### src/rtl/hub75_line_capture_if.sv
// hub75_line_capture_if: HUB75 pin bundle plus the reconstructed pixel-beat stream.
`default_nettype none

interface hub75_line_capture_if #(
  parameter int ADDR_BITS   = 5,
  parameter int ONTIME_BITS = 16,
  parameter int X_BITS      = 6
);
  logic                   hub75_oe;
  logic                   hub75_clk;
  logic                   hub75_lat;
  logic [ADDR_BITS-1:0]   hub75_addr;
  logic [5:0]             hub75_rgb;

  logic                   out_valid;
  logic                   out_ready;
  logic [X_BITS-1:0]      out_x;
  logic [ADDR_BITS-1:0]   out_row;
  logic [2:0]             out_plane;
  logic [5:0]             out_rgb;
  logic                   out_last;
  logic [ONTIME_BITS-1:0] out_ontime;
  logic                   err_overflow;
  logic                   err_short;

  modport slave (
    input  hub75_oe, hub75_clk, hub75_lat, hub75_addr, hub75_rgb, out_ready,
    output out_valid, out_x, out_row, out_plane, out_rgb, out_last, out_ontime,
           err_overflow, err_short
  );

  modport master (
    output hub75_oe, hub75_clk, hub75_lat, hub75_addr, hub75_rgb, out_ready,
    input  out_valid, out_x, out_row, out_plane, out_rgb, out_last, out_ontime,
           err_overflow, err_short
  );
endinterface

`default_nettype wire

### src/rtl/hub75_line_capture.sv
// hub75_line_capture: panel-side HUB75 receiver turning latched lines into tagged pixel beats.
`default_nettype none

module hub75_line_capture #(
  parameter int WIDTH       = 64,
  parameter int ADDR_BITS   = 5,
  parameter int BIT_DEPTH   = 8,
  parameter int SYNC_STAGES = 2,
  parameter int ONTIME_BITS = 16
) (
  input  wire logic             CLK,
  input  wire logic             RST,
  hub75_line_capture_if.slave   bus
);
  localparam int XW     = $clog2(WIDTH);
  localparam int CW     = $clog2(WIDTH + 2);
  localparam int PW     = 3;
  localparam int SYNC_W = 9 + ADDR_BITS;
  localparam int LB_W   = WIDTH * 6;

  localparam logic [0:0] S_IDLE   = 1'b0;
  localparam logic [0:0] S_STREAM = 1'b1;

  logic [SYNC_W-1:0]      r_sync [SYNC_STAGES];
  logic                   r_prev_clk;
  logic                   r_prev_lat;
  logic [LB_W-1:0]        r_sreg;
  logic [CW-1:0]          r_shift_cnt;
  logic [ADDR_BITS-1:0]   r_row_tag;
  logic                   r_first;
  logic [ADDR_BITS-1:0]   r_prev_row;
  logic                   r_seen;
  logic [PW-1:0]          r_plane;
  logic [ONTIME_BITS-1:0] r_ontime_cnt;
  logic [LB_W-1:0]        r_linebuf;
  logic [ADDR_BITS-1:0]   r_line_row;
  logic [PW-1:0]          r_line_plane;
  logic [ONTIME_BITS-1:0] r_line_ontime;
  logic                   r_err_overflow;
  logic                   r_err_short;
  logic [0:0]             r_state;
  logic [XW-1:0]          r_x;

  logic [SYNC_W-1:0]      w_pins;
  logic [SYNC_W-1:0]      w_s;
  logic [5:0]             w_s_rgb;
  logic [ADDR_BITS-1:0]   w_s_addr;
  logic                   w_s_lat;
  logic                   w_s_clk;
  logic                   w_s_oe;
  logic                   w_clk_rise;
  logic                   w_lat_rise;
  logic [LB_W-1:0]        w_sreg_nxt;
  logic [CW-1:0]          w_cnt_nxt;
  logic [ADDR_BITS-1:0]   w_row_nxt;
  logic [PW-1:0]          w_plane_nxt;
  logic [0:0]             w_state_nxt;
  logic [XW-1:0]          w_x_nxt;

  assign w_pins     = {bus.hub75_oe, bus.hub75_clk, bus.hub75_lat, bus.hub75_addr, bus.hub75_rgb};
  assign w_s        = r_sync[SYNC_STAGES-1];
  assign w_s_rgb    = w_s[5:0];
  assign w_s_addr   = w_s[6 +: ADDR_BITS];
  assign w_s_lat    = w_s[6 + ADDR_BITS];
  assign w_s_clk    = w_s[7 + ADDR_BITS];
  assign w_s_oe     = w_s[8 + ADDR_BITS];
  assign w_clk_rise = w_s_clk & ~r_prev_clk;
  assign w_lat_rise = w_s_lat & ~r_prev_lat;

  always_ff @(posedge CLK) begin
    if (RST) begin
      for (int i = 0; i < SYNC_STAGES; i++) r_sync[i] <= '0;
    end else begin
      r_sync[0] <= w_pins;
      for (int i = 1; i < SYNC_STAGES; i++) r_sync[i] <= r_sync[i-1];
    end
  end

  // The shift is resolved first so a latch in the same cycle sees the post-shift line.
  always_comb begin
    w_sreg_nxt = r_sreg;
    w_cnt_nxt  = r_shift_cnt;
    w_row_nxt  = r_row_tag;
    if (w_clk_rise) begin
      w_sreg_nxt = {w_s_rgb, r_sreg[LB_W-1:6]};
      if (r_shift_cnt != CW'(WIDTH + 1)) w_cnt_nxt = r_shift_cnt + 1'b1;
      if (r_first) w_row_nxt = w_s_addr;
    end
  end

  always_comb begin
    w_plane_nxt = '0;
    if (r_seen && (w_row_nxt == r_prev_row))
      w_plane_nxt = (r_plane == PW'(BIT_DEPTH - 1)) ? '0 : r_plane + 1'b1;
  end

  always_ff @(posedge CLK) begin
    if (RST) begin
      r_prev_clk     <= 1'b0;
      r_prev_lat     <= 1'b0;
      r_sreg         <= '0;
      r_shift_cnt    <= '0;
      r_row_tag      <= '0;
      r_first        <= 1'b1;
      r_prev_row     <= '0;
      r_seen         <= 1'b0;
      r_plane        <= '0;
      r_ontime_cnt   <= '0;
      r_linebuf      <= '0;
      r_line_row     <= '0;
      r_line_plane   <= '0;
      r_line_ontime  <= '0;
      r_err_overflow <= 1'b0;
      r_err_short    <= 1'b0;
    end else begin
      r_prev_clk  <= w_s_clk;
      r_prev_lat  <= w_s_lat;
      r_sreg      <= w_sreg_nxt;
      r_shift_cnt <= w_cnt_nxt;
      r_row_tag   <= w_row_nxt;
      if (w_clk_rise) r_first <= 1'b0;
      if (!w_s_oe && (r_ontime_cnt != '1)) r_ontime_cnt <= r_ontime_cnt + 1'b1;
      if (w_lat_rise) begin
        // A latch while the previous line is still draining drops the new line only.
        if (r_state == S_STREAM) begin
          r_err_overflow <= 1'b1;
        end else begin
          r_linebuf     <= w_sreg_nxt;
          r_line_row    <= w_row_nxt;
          r_line_plane  <= w_plane_nxt;
          r_line_ontime <= r_ontime_cnt;
        end
        if (w_cnt_nxt != CW'(WIDTH)) r_err_short <= 1'b1;
        r_shift_cnt  <= '0;
        r_ontime_cnt <= '0;
        r_first      <= 1'b1;
        r_plane      <= w_plane_nxt;
        r_prev_row   <= w_row_nxt;
        r_seen       <= 1'b1;
      end
    end
  end

  always_ff @(posedge CLK) begin
    if (RST) begin
      r_state <= S_IDLE;
      r_x     <= '0;
    end else begin
      r_state <= w_state_nxt;
      r_x     <= w_x_nxt;
    end
  end

  always_comb begin
    w_state_nxt = r_state;
    w_x_nxt     = r_x;
    case (r_state)
      S_IDLE: begin
        if (w_lat_rise) begin
          w_state_nxt = S_STREAM;
          w_x_nxt     = '0;
        end
      end
      S_STREAM: begin
        if (bus.out_ready) begin
          if (r_x == XW'(WIDTH - 1)) begin
            w_state_nxt = S_IDLE;
            w_x_nxt     = '0;
          end else begin
            w_x_nxt = r_x + 1'b1;
          end
        end
      end
      default: begin
        w_state_nxt = S_IDLE;
        w_x_nxt     = '0;
      end
    endcase
  end

  always_comb begin
    bus.out_valid  = 1'b0;
    bus.out_x      = '0;
    bus.out_row    = '0;
    bus.out_plane  = '0;
    bus.out_rgb    = '0;
    bus.out_last   = 1'b0;
    bus.out_ontime = '0;
    if (r_state == S_STREAM) begin
      bus.out_valid  = 1'b1;
      bus.out_x      = r_x;
      bus.out_row    = r_line_row;
      bus.out_plane  = r_line_plane;
      bus.out_rgb    = r_linebuf[r_x*6 +: 6];
      bus.out_last   = (r_x == XW'(WIDTH - 1));
      bus.out_ontime = r_line_ontime;
    end
  end

  assign bus.err_overflow = r_err_overflow;
  assign bus.err_short    = r_err_short;
endmodule

`default_nettype wire

### src/flat_wrapper.sv
// flat-port wrapper written by rule: the top's interface ports become plain ports
module hub75_line_capture_flat 
#(
  parameter int WIDTH       = 64,
  parameter int ADDR_BITS   = 5,
  parameter int BIT_DEPTH   = 8,
  parameter int SYNC_STAGES = 2,
  parameter int ONTIME_BITS = 16
)
  (CLK, RST, bus_hub75_oe, bus_hub75_clk, bus_hub75_lat, bus_hub75_addr, bus_hub75_rgb, bus_out_ready, bus_out_valid, bus_out_x, bus_out_row, bus_out_plane, bus_out_rgb, bus_out_last, bus_out_ontime, bus_err_overflow, bus_err_short);
  hub75_line_capture_if #(.ADDR_BITS(ADDR_BITS), .ONTIME_BITS(ONTIME_BITS), .X_BITS(6)) bus_i ();
  input  wire logic CLK;
  input  wire logic RST;
  input wire logic [$bits(bus_i.hub75_oe)-1:0] bus_hub75_oe;
  input wire logic [$bits(bus_i.hub75_clk)-1:0] bus_hub75_clk;
  input wire logic [$bits(bus_i.hub75_lat)-1:0] bus_hub75_lat;
  input wire logic [$bits(bus_i.hub75_addr)-1:0] bus_hub75_addr;
  input wire logic [$bits(bus_i.hub75_rgb)-1:0] bus_hub75_rgb;
  input wire logic [$bits(bus_i.out_ready)-1:0] bus_out_ready;
  output wire logic [$bits(bus_i.out_valid)-1:0] bus_out_valid;
  output wire logic [$bits(bus_i.out_x)-1:0] bus_out_x;
  output wire logic [$bits(bus_i.out_row)-1:0] bus_out_row;
  output wire logic [$bits(bus_i.out_plane)-1:0] bus_out_plane;
  output wire logic [$bits(bus_i.out_rgb)-1:0] bus_out_rgb;
  output wire logic [$bits(bus_i.out_last)-1:0] bus_out_last;
  output wire logic [$bits(bus_i.out_ontime)-1:0] bus_out_ontime;
  output wire logic [$bits(bus_i.err_overflow)-1:0] bus_err_overflow;
  output wire logic [$bits(bus_i.err_short)-1:0] bus_err_short;
  assign bus_i.hub75_oe = bus_hub75_oe;
  assign bus_i.hub75_clk = bus_hub75_clk;
  assign bus_i.hub75_lat = bus_hub75_lat;
  assign bus_i.hub75_addr = bus_hub75_addr;
  assign bus_i.hub75_rgb = bus_hub75_rgb;
  assign bus_i.out_ready = bus_out_ready;
  assign bus_out_valid = bus_i.out_valid;
  assign bus_out_x = bus_i.out_x;
  assign bus_out_row = bus_i.out_row;
  assign bus_out_plane = bus_i.out_plane;
  assign bus_out_rgb = bus_i.out_rgb;
  assign bus_out_last = bus_i.out_last;
  assign bus_out_ontime = bus_i.out_ontime;
  assign bus_err_overflow = bus_i.err_overflow;
  assign bus_err_short = bus_i.err_short;
  hub75_line_capture #(.WIDTH(WIDTH), .ADDR_BITS(ADDR_BITS), .BIT_DEPTH(BIT_DEPTH), .SYNC_STAGES(SYNC_STAGES), .ONTIME_BITS(ONTIME_BITS)) u_core (.CLK(CLK), .RST(RST), .bus(bus_i));
endmodule
### config.mk
export PLATFORM = sky130hd
export DESIGN_NAME = hub75_line_capture_flat
export DESIGN_NICKNAME = d
export VERILOG_FILES = /design/src/rtl/hub75_line_capture_if.sv /design/src/rtl/hub75_line_capture.sv /design/src/flat_wrapper.sv
export SDC_FILE = /design/constraint.sdc
export NUM_CORES = 1
export LEC_CHECK = 0
export CAP_MARGIN = 20
export CORE_UTILIZATION = 50
export CTS_BUF_LIST = sky130_fd_sc_hd__clkbuf_4
export CTS_CLUSTER_DIAMETER = 30
export DETAILED_ROUTE_END_ITERATION = 10
export PLACE_DENSITY_LB_ADDON = 0.05
export SYNTH_ARGS = -nofsm -noshare
export SYNTH_HDL_FRONTEND = slang
export SYNTH_SLANG_ARGS = --single-unit
export TNS_END_PERCENT = 30
### constraint.sdc
create_clock -name CLK -period 1.9 [get_ports CLK]
set_input_delay 0.285 -clock CLK [delete_from_list [all_inputs] [get_ports CLK]]
set_output_delay 0.285 -clock CLK [all_outputs]
set_load 0.02 [all_outputs]
==> impl_metrics.toml <==
[power]
power_density_nw_per_um2 = 892
peakVddDrop_v = 0.000495
p_seq_share_pct = 52.2
leakagePower_uw = 0.0172
p_sw_share_pct = 24.6
p_sw_uw = 8930
p_int_uw = 27400
pwr-share-clk_pct = 40.6
combPwrFrac_pct = 7.2

[yosys]
yosysWarnings = 0
synth_top_area_share_pct = 52.7
ys_seq_elements = 869
synth-edff-count = 0
syn_area_um2 = 33000
synthCells = 3202
synth_nets = 3225
synthFlopType = "dfxtp_1"
synth_area_leaders = "dfxtp_1 53%, mux2i_1 12%, nor2_1 9.3%"
ys_seq_area_share_pct = 52.7
yosys.cell_types.count = 54
synthArstFlopShare_pct = 0
syn_area_per_cell_um2 = 10.3
synth_top_cell_by_area = "dfxtp_1"

[route]
drt-initial-drc-count = 1337
route.detailed.drc = 0
drt-pass1-iter-count = 5
vias = 24628
wire_per_inst_um = 17.7
via_per_inst = 5.45
totalWireLength_um = 80000
antenna_left = 0

[critical_path]
critPathSlowestCell = "mux4_2"
reg2reg_depth = 12
worstPathArrival_ps = 3120
r2r-start = "u_core.r_state"
cp_max_fo = 8
critPathRequiredTime_ps = 1620
path_depth = 7
critPathLaunchType = "register"
crit_buf_inv = 3
path_class = "register to output port"
startpoint = "u_core.r_x[0]"
crit_path_frequent_cell = "buf_12"
end_kind = "output port"
critPathMaxStageDelay_ps = 510
cp_top_family = "compound AO/OA/AOI/OAI gates"
path_cells = "buf_12 -> buf_12 -> mux4_2 -> o22a_1 -> o211ai_1 -> o21ai_2 -> buf_6"

[min_path]
hold_path_depth = 3
min_from = "RST"
hold_path.class = "input port to register"

[clock_network]
cts_buffers = 220
clock_path_buffers = 3
path_clk_slew_ps = 60
insertion_delay_ps = 1040
root_buffer = "clkbuf_4"
cts_max_level = 4
clock_sinks = 869
cts_tree = "yes"

[timing]
rsz0062_at_grt = "yes"
slew_headroom_pct = 45.4
final.period_utilization_pct = 179
skew_ps = 43.8
drv_slew = 0
worstMarginPinSlew_ps = 818
setup_ws_ps = -1500
setup_viol = 434
finalHoldViolCount = 0
fmax_mhz = 294
fin_crit_ps = 3400
fin_setup_tns_ps = -117460

[place]
placed_cell_area_um2 = 35400
gp_congestion = 0.789
dp_hpwl_um = 46900
port_buffers = 56

[floorplanning]
initial_core_util_pct = 50.9
rows = 93
die_h_um = 259
die_x_um = 259
die_area_um2 = 67100
boundaryPins = 57
core_um2 = 64800

[global_routing]
overflow = 0
grt_pass1_vias = 23676
grt.total_usage_pct = 21.7
grt_start_max_net_pins = 139
antenna_found_initial = 2
grt_pass1_wl_um = 118000

[cells_and_area]
nets = 3537
design_area_um2 = 40800
area_growth_pct = 23.5
drive_above_1_share_pct = 24.7
nFillCells = 5374

[status]
status = "finished, violations left"
violations = "negative setup slack"

[run]
drv_cap = 0
## cell usage after synthesis (11+ instances only)
master / number
a21oi_1: 33
mux2i_1: 397
clkbuf_1: 176
a22oi_1: 12
a211oi_1: 404
nor2b_1: 42
nor3_1: 13
xor2_1: 11
mux2_2: 18
nand2_1: 56
buf_2: 62
dfxtp_1: 869
buf_1: 17
mux4_2: 83
and2_1: 32
nand3_1: 18
nor2_1: 822
## layout by cell type (no fill, tap or decap), types with 9 or more instances in the layout
cell and n:
clkbuf_4 311, clkinv_1 32, nand2_1 56, nor3_1 13
and2_4 29, a22oi_1 10, nor2_1 815, a211oi_1 342
clkdlybuf4s50_1 15, buf_8 12, buf_12 56, nor2b_1 40
dfxtp_1 862, mux2i_1 396, mux4_2 88, nand3_1 18
clkbuf_16 35, buf_16 14, a21oi_1 28, mux2_2 17
dlygate4sd3_1 16, xor2_1 11, buf_4 145, a211oi_2 62
buf_6 68, nand2b_1 9
## stage by stage
stage	worst slack [ps]	std cells	total power, uW	utilization [%]	hold slack (ps)
6_report	-1500	4517	36400	62.9	232
4_1_cts	-1680	4421	36400	59.4	101
2_1_floorplan	-141	3202	20800	-	381
5_1_grt	-1690	4517	38100	62.9	144
3_3_place_gp	-1110	4025	21400	54.7	421
3_5_place_dp	-1170	4025	21500	54.7	425
## worst paths after layout
check | endpoint | slack (ps)
setup / recovery | bus_out_rgb[1] | -1500
hold / removal | u_core.r_sreg[25] | 230
setup reg to reg | u_core.r_linebuf[98] | -400
hold reg to reg | u_core.r_sync[0][18] | 440
## layout make-up
type	instances	area, um2	area share (%)
Antenna cell	7	17.5	0.0430
Multi-Input combinational cell	2054	14900	36.6
Inverter	7	26.3	0.0644
Clock inverter	52	244	0.598
Tap cell	855	1070	2.62
Timing Repair Buffer	362	4730	11.6
Clock buffer	311	2330	5.72
Sequential cell	869	17400	42.7
## worst register-to-register path: stages (launching register included)
cell and delay (ps):
dfxtp_4 370, buf_6 120, buf_8 110, buf_12 130
clkbuf_16 160, buf_8 130, nor2_4 180, buf_12 170
buf_6 120, clkbuf_16 180, buf_12 210, nor2_1 70
a211oi_1 250
## sequential cells by signal, summed over array words and instances (netlist names), 3 cells and up
signal                count
u_core.r_line_row         5
u_core.r_prev_row         5
u_core.r_line_ontime     16
u_core.r_row_tag          5
u_core.r_sync            28
u_core.r_ontime_cnt      16
u_core.r_shift_cnt        7
u_core.r_linebuf        384
u_core.r_plane            3
u_core.r_x                6
u_core.r_line_plane       3
u_core.r_sreg           384
## routing by layer
layer / wire [um] / track usage (%) / vias up / share of wire (%)
met5: 0 / 0 / - / 0
met4: 1610 / 8.66 / 0 / 2.0
met3: 3550 / 5.05 / 126 / 4.4
met2: 38400 / 35.1 / 497 / 48
met1: 36400 / 27.8 / 11934 / 46
li1: - / - / 12071 / -
## logic make-up after synthesis
| logic type | Yosys count | share of synthesized area, % |
|---|---|---|
| DFF | 869 | 52.7 |
| muxes | 508 | 19.1 |
| buffers and inverters | 279 | 3.69 |
| AOI/OAI and AO/OA | 500 | 11.1 |
| xor gates and xnor gates | 18 | 0.477 |
| and+or+nand+nor | 1022 | 12.7 |
| adders and majority gates | 6 | 0.227 |
## power groups by stage
| stage | sequential, uW | combinational [uW] | clock, uW |
|---|---|---|---|
| after floorplan | 19300 | 1580 | 0 |
| after global placement | 19400 | 2030 | 0 |
| after detailed placement | 19400 | 2080 | 0 |
| after CTS | 19000 | 2190 | 15300 |
| after global routing | 19000 | 2850 | 16300 |
| final | 19000 | 2630 | 14800 |
## timing repair
item / in CTS / in global routing
hold endpoints to repair: 674 / 0
pin swaps: 45 / 95
buffers inserted: 15 / 45
endpoints found under the setup margin: 47 / 347
hold buffers: 16 / 0
resized for setup: 247 / 209
gates cloned: 2 / 48
Power figures use the tool's default switching activity.
